===== src/rtl/serial_subtractor_pkg.sv =====
// Shared definitions for the bit-serial subtractor: FSM state encoding and
// the bit-counter width helper.
package serial_subtractor_pkg;

    localparam logic [1:0] ST_IDLE = 2'd0;
    localparam logic [1:0] ST_RUN  = 2'd1;
    localparam logic [1:0] ST_DONE = 2'd2;

    // Counter must be able to hold 0..width inclusive.
    function automatic int cnt_width(input int width);
        return $clog2(width + 1);
    endfunction

endpackage


===== src/rtl/full_subtractor.sv =====
// Single-bit full subtractor cell: d = a - b - bin, with borrow out.
module full_subtractor (
    input  logic a,
    input  logic b,
    input  logic bin,
    output logic d,
    output logic bout
);

    assign d    = a ^ b ^ bin;
    assign bout = (~a & b) | (~(a ^ b) & bin);

endmodule


===== src/rtl/serial_subtractor.sv =====
// Bit-serial A - B, LSB first, one full-subtractor cell; WIDTH+1-bit signed
// result held in Diff and announced by a one-cycle valid strobe.
module serial_subtractor
    import serial_subtractor_pkg::*;
#(
    parameter int WIDTH = 4
) (
    input  logic             clk,
    input  logic             rst,
    input  logic [WIDTH-1:0] A,
    input  logic [WIDTH-1:0] B,
    input  logic             enable,
    output logic [WIDTH:0]   Diff,
    output logic             busy,
    output logic             valid
);

    localparam int CNT_W = cnt_width(WIDTH);
    localparam logic [CNT_W-1:0] LAST_BIT = CNT_W'(WIDTH - 1);

    logic [1:0]       state_q, state_d;
    logic [WIDTH-1:0] a_sh_q, a_sh_d;
    logic [WIDTH-1:0] b_sh_q, b_sh_d;
    logic [WIDTH-1:0] res_q, res_d;
    logic [CNT_W-1:0] cnt_q, cnt_d;
    logic             borrow_q, borrow_d;
    logic [WIDTH:0]   diff_q, diff_d;
    logic             busy_q, busy_d;
    logic             valid_q, valid_d;

    logic cell_d;
    logic cell_bout;

    full_subtractor u_cell (
        .a    (a_sh_q[0]),
        .b    (b_sh_q[0]),
        .bin  (borrow_q),
        .d    (cell_d),
        .bout (cell_bout)
    );

    always_comb begin
        // NOTE: every signal gets a default first so no latch is inferred.
        state_d  = state_q;
        a_sh_d   = a_sh_q;
        b_sh_d   = b_sh_q;
        res_d    = res_q;
        cnt_d    = cnt_q;
        borrow_d = borrow_q;
        diff_d   = diff_q;
        valid_d  = 1'b0;

        case (state_q)
            ST_IDLE: begin
                if (enable) begin
                    a_sh_d   = A;
                    b_sh_d   = B;
                    borrow_d = 1'b0;
                    cnt_d    = '0;
                    state_d  = ST_RUN;
                end
            end
            ST_RUN: begin
                a_sh_d   = a_sh_q >> 1;
                b_sh_d   = b_sh_q >> 1;
                // Difference bits enter from the MSB side so bit 0 lands last.
                res_d    = WIDTH'({cell_d, res_q} >> 1);
                borrow_d = cell_bout;
                cnt_d    = cnt_q + CNT_W'(1);
                if (cnt_q == LAST_BIT) begin
                    state_d = ST_DONE;
                end
            end
            ST_DONE: begin
                diff_d  = {borrow_q, res_q};
                valid_d = 1'b1;
                state_d = ST_IDLE;
            end
            default: state_d = ST_IDLE;
        endcase

        busy_d = (state_d == ST_RUN);
    end

    // NOTE: sequential state uses non-blocking assignments only.
    always_ff @(posedge clk or posedge rst) begin
        if (rst) begin
            state_q  <= ST_IDLE;
            a_sh_q   <= '0;
            b_sh_q   <= '0;
            res_q    <= '0;
            cnt_q    <= '0;
            borrow_q <= 1'b0;
            diff_q   <= '0;
            busy_q   <= 1'b0;
            valid_q  <= 1'b0;
        end else begin
            state_q  <= state_d;
            a_sh_q   <= a_sh_d;
            b_sh_q   <= b_sh_d;
            res_q    <= res_d;
            cnt_q    <= cnt_d;
            borrow_q <= borrow_d;
            diff_q   <= diff_d;
            busy_q   <= busy_d;
            valid_q  <= valid_d;
        end
    end

    assign Diff  = diff_q;
    assign busy  = busy_q;
    assign valid = valid_q;

endmodule


===== config.mk =====
export PLATFORM = sky130hd
export DESIGN_NAME = serial_subtractor
export DESIGN_NICKNAME = d
export VERILOG_FILES = /design/src/rtl/serial_subtractor_pkg.sv /design/src/rtl/full_subtractor.sv /design/src/rtl/serial_subtractor.sv
export SDC_FILE = /design/constraint.sdc
export NUM_CORES = 1
export LEC_CHECK = 0
export BUFFER_PORTS_ARGS = -buffer_cell sky130_fd_sc_hd__buf_2
export CAP_MARGIN = 20
export CORE_ASPECT_RATIO = 1.75
export CORE_MARGIN = 5
export CORE_UTILIZATION = 31
export CTS_CLUSTER_SIZE = 20
export DETAILED_ROUTE_END_ITERATION = 12
export PLACE_DENSITY_LB_ADDON = 0.12
export SLEW_MARGIN = 20
export SYNTH_ARGS = -nofsm -noshare
export SYNTH_HDL_FRONTEND = slang
export SYNTH_SLANG_ARGS = --single-unit

===== constraint.sdc =====
create_clock -name clk -period 2.3 [get_ports clk]
set_clock_uncertainty 0.05 [all_clocks]
set_input_delay 0 -clock clk [delete_from_list [all_inputs] [get_ports clk]]
set_output_delay 0 -clock clk [all_outputs]
set_load 0.1 [all_outputs]

# == After elaboration in Yosys (flattened, before gate mapping) ==
# Index checks and enable logic that the tools add are counted.
# classes
add_sub_neg,1
eq_ne,5
n_mux,12
bitwise_logic,7
reduce_logical,3
# ops
op,n
case mux 4 bit (2 select lines),2
two-way mux 4 bit,2
case mux 3 bit (2 select lines),1
equality test 2 x 1 -> 1 bit (second input constant),2
two-way mux 2 bit,2
case mux 2 bit (2 select lines),1
adder 3 x 1 -> 3 bit (second input constant),1
equality test 3 x 2 -> 1 bit (second input constant),1
two-way mux 3 bit,1
AND 1 bit,2
equality test 2 bit (second input constant),1
logical NOT 2 bit,1
two-way mux 1 bit,2
inequality test 2 bit (second input constant),1
inverter 1 bit,2
case mux 1 bit (2 select lines),1
AND reduction 2 bit,1
nonzero test 2 bit,1
XOR 1 bit,2
OR 1 bit,1
# word_totals
ff_bits,25
in_bits,11
output_inout_bits,7
word_cells,37

# == Longest topological paths before layout ==
# depth
word_depth,5
ltp_mapped,3

# == Cells and area by module ==
# Synthesis repeated with hierarchy kept, for this count alone.
# unflattened
hier_cells,83
area_unflattened_um2,1141.1
# by_module_without_submodules
module,n_inst,cells_per_inst,area_each_um2
serial_subtractor,1,79,1109.8
full_subtractor,1,4,31.3

# == Least setup slack after synthesis ==
# No wires, ideal clock.
# synth_path
kind,flip-flop to flip-flop
startpoint,"register, netlist name Diff[0]"
endpoint,register diff_q[0] (netlist: Diff[0])
t_arrival_ps,1152
required_time_ps,2122
slack_ps,970
path_stages_with_launch,2
cell_sequence,dfrtp_1 -> mux2_1
# synth_rtl
item,line_no,source
to (signal assigned),serial_subtractor.sv:104,diff_q <= diff_d;
to (decl),serial_subtractor.sv:27,"logic [WIDTH:0] diff_q, diff_d;"

# == Worst setup path after layout ==
# layout_path
startpoint,register state_q[0]
endpoint,register res_q[1]
# layout_between
elab_chain_cells,1
# layout_rtl
item,line_no,source
from (decl),serial_subtractor.sv:21,"logic [1:0] state_q, state_d;"
from (signal assigned),serial_subtractor.sv:98,state_q <= state_d;
equality test 2 x 1 -> 1 bit,serial_subtractor.sv:53,case (state_q)
to (signal assigned),serial_subtractor.sv:101,res_q <= res_d;
to (decl),serial_subtractor.sv:24,"logic [WIDTH-1:0] res_q, res_d;"
# Every way passes these cells.
# A chain may end at the register's enable or synchronous reset.

==> summary.md <==
| Metric | Value |
|---|---|
| Measured slew at the worst slew-check pin | 474 ps |
| Nets | 128 |
| Syn Nets | 102 |
| Wirelength per Cell | 13.6 um |
| Top_reg_cell synth | dfrtp_1 |
| GP Congestion | 0.758 |
| Post-Syn Area | 1080 um^2 |
| Number of diodes | 0 |
| Clk slew on worst S/H paths | 80 ps |
| Final period util | 74.4% |
| Lkg Pwr | 0.620 nW |
| # fillers | 366 |
| R2r endpoint | res_q[1] |
| Max IR drop VDD | 0.000688 V |
| Die area | 4830 um^2 |
| Core box area | 3400 um^2 |
| Top-level I/O count | 18 |
| Sequential fraction of the synthesis area | 57.7% |
| Startpoint types | flip-flop |
| Area leader, netlist | dfrtp_1 |
| Unrepaired setup endpoints after global routing | false |
| CP Class | flip-flop to flip-flop |
| Layout area overhead | 23.9% |
| Hold Buf Count CTS | 5 |
| Synth cell count leaders | dfrtp_1, inv_1, mux2_1, buf_2, nand2_1 |
| Yosys top cell area share | 57.7% |
| Hold Path Class | input pin to flip-flop |
| Setup bufs post-CTS | 0 |
| Setup TNS | 0 ps |
| Total Routing Usage GR | 10.5% |
| Synth warn | 0 |
| Ys async rst share | 100% |
| Post-cts resize count | 0 |
| Dpl ws | 602 ps |
| R2r setup slk | 590 ps |
| Vias in the first global route | 737 |
| Average footprint of a synthesized cell | 12.3 um^2 |
| Cts bufs inserted | 3 |
| Initial cell density of the core | 31.9% |
| Initial antenna violation count | 0 |
| Yosys reg bits | 25 |
| Ranking of synthesized cells by area | dfrtp_1, mux2_1, inv_1 |
| CTS tree | done |
| Root Driver | clkbuf_8 |
| First-pass GRT wire length | 3590 um |
| Pint | 1.09 mW |
| EDFF count, synth | 0 |
| Syn Inst Count | 88 |
| Count of cell types in the netlist | 24 |
| Sw Ratio | 46.1% |
| Die Ht | 88.3 um |
| Maxcap violations | 0 |
| # rows | 28 |
| Crit path DAT | 1810 ps |
| Comb pwr share | 49.6% |
| Die Width | 54.7 um |
| Final setup violation count | 0 |
| Final min period | 1710 ps |
| Clock Path Buffers | 2 |
| DRT Pass-1 Iters | 4 |
| Run status | finished, final reports clean |
| Routed vias/inst | 4.68 |
| R2R depth | 3 |
| Clock Latency Late Sink | 260 ps |
| Slew HR | 68.4% |
| Post-Route WL | 2150 um |
| Crit-path slowest cell | dfrtp_1 |
| Worst setup path startpoint | state_q[0] |
| Largest net degree at the start of global routing | 26 |
| Via Count | 740 |
| Worst Setup EP | res_q[1] |
| Htree depth | 1 |
| R2r startpoint | state_q[0] |
| Worst EP required | 2400 ps |
| Final Max Tran Viols | 0 |
| Slowest cell delay on critical path | 610 ps |
| Layout cell share with drive strength beyond 1 | 23.0% |
| DR DRC count | 0 |
| Clock power share | 12.6% |
| Crit. End Element | flip-flop |
| Clock Sinks | 25 |
| Reg power frac | 37.9% |
| Most frequent cell after synthesis | dfrtp_1 |
| IO buf count | 17 |
| Pwr Total | 2.03 mW |
| Post-DP HPWL | 1570 um |
| Fmax achieved | 584 MHz |
| Pwr dens | 1510 nW/um^2 |
| Final-report hold violation count | 0 |
| Setup ws final | 589 ps |
| Routed Antenna Nets | 0 |
| Crit Path Max Fanout | 15 |
| Worst path cell trace | nor2b_1 > buf_4 > mux2_1 |
| Psw | 0.934 mW |
| Initial DRC Count | 21 |
| GRT overflow | 0 |
==> metrics by stage <==
step	cell area, um^2	util [%]	hold WS (ps)	instances
3_3_place_gp	1220	35.9	201	148
6_report	1340	39.5	21.1	158
2_1_floorplan	1080	-	-22.7	88
5_1_grt	1340	39.5	12.7	158
3_5_place_dp	1220	35.9	228	148
4_1_cts	1320	38.7	3.57	157
==> cell families after synthesis <==
group,Yosys count,share of synthesized area (%)
mux,10,10.4
flops,25,57.7
simple gates,20,11.0
compound gates,14,10.5
fa+ha+maj,3,4.15
buf+inv,16,6.34
==> power by group through the flow <==
| stage | Clock (mW) | Sequential (mW) | Combinational [mW] |
|---|---|---|---|
| global route | 0.292 | 0.801 | 1.10 |
| global placement | 0 | 0.773 | 1.00 |
| CTS | 0.272 | 0.772 | 1.02 |
| finish | 0.255 | 0.768 | 1.01 |
| floorplan | 0 | 1.12 | 0.457 |
| detailed placement | 0 | 0.780 | 1.00 |
==> cells in the final DEF (no fill, tap or decap), types with 2 or more instances in the layout <==
cell           synthesis  layout
ha_1                   2       2
buf_2                  4      17
nor2b_1                3       3
o221ai_1               2       2
nor4b_1                3       3
nor2_1                 3       3
dfrtp_1               25      25
nor3b_1                3       3
buf_4                  1       3
a21oi_1                2       2
clkbuf_8               0       3
a222oi_1               3       3
nand2_1                4       4
dlygate4sd3_1          0       5
o2bb2ai_1              2       2
mux2_1                 9       9
a211oi_1               3       3
inv_1                 11      10
==> worst min path at each step <==
stage / start / endpoint / slack [ps] / cells past startpoint
finish: B[2] / b_sh_q[2] / 20 / 3
global route: B[2] / b_sh_q[2] / 10 / 3
CTS: B[2] / b_sh_q[2] / 4 / 3
detailed placement: rst / cnt_q[0] / 230 / 2
global placement: rst / cnt_q[1] / 200 / 2
floorplan: rst / Diff[0] / -20 / 1
==> worst max-delay path: cells and delay by family, from the launching register on <==
kind | cells | cell delay, ps
buf+inv | 1 | 220
flops | 1 | 610
simple gates | 1 | 390
mux | 1 | 330
==> registers in the layout (all words and copies together) (netlist names) <==
| name | flops |
|---|---|
| valid | 1 |
| state_q | 2 |
| res_q | 4 |
| Diff | 5 |
| busy | 1 |
| cnt_q | 3 |
| a_sh_q | 4 |
| borrow_q | 1 |
| b_sh_q | 4 |
==> area by class of cell <==
class / instances / area (um^2) / area share (%)
multi-input combinational: 47 / 390 / 29.1
timing repair buffer: 26 / 185 / 13.8
clock buffer: 4 / 45.0 / 3.35
sequential: 25 / 626 / 46.6
tap: 45 / 56.3 / 4.19
inverter: 11 / 41.3 / 3.07
==> layer usage <==
| metal | vias to the layer above | track usage [%] | part of all wire, % |
|---|---|---|---|
| met1 | 362 | 13.0 | 42 |
| met5 | - | 0 | 0 |
| met2 | 20 | 17.0 | 52 |
| met4 | 0 | 5.44 | 1.0 |
| met3 | 2 | 1.52 | 4.7 |
| li1 | 356 | - | - |
Note: power is estimated with default switching activity, not from simulation.
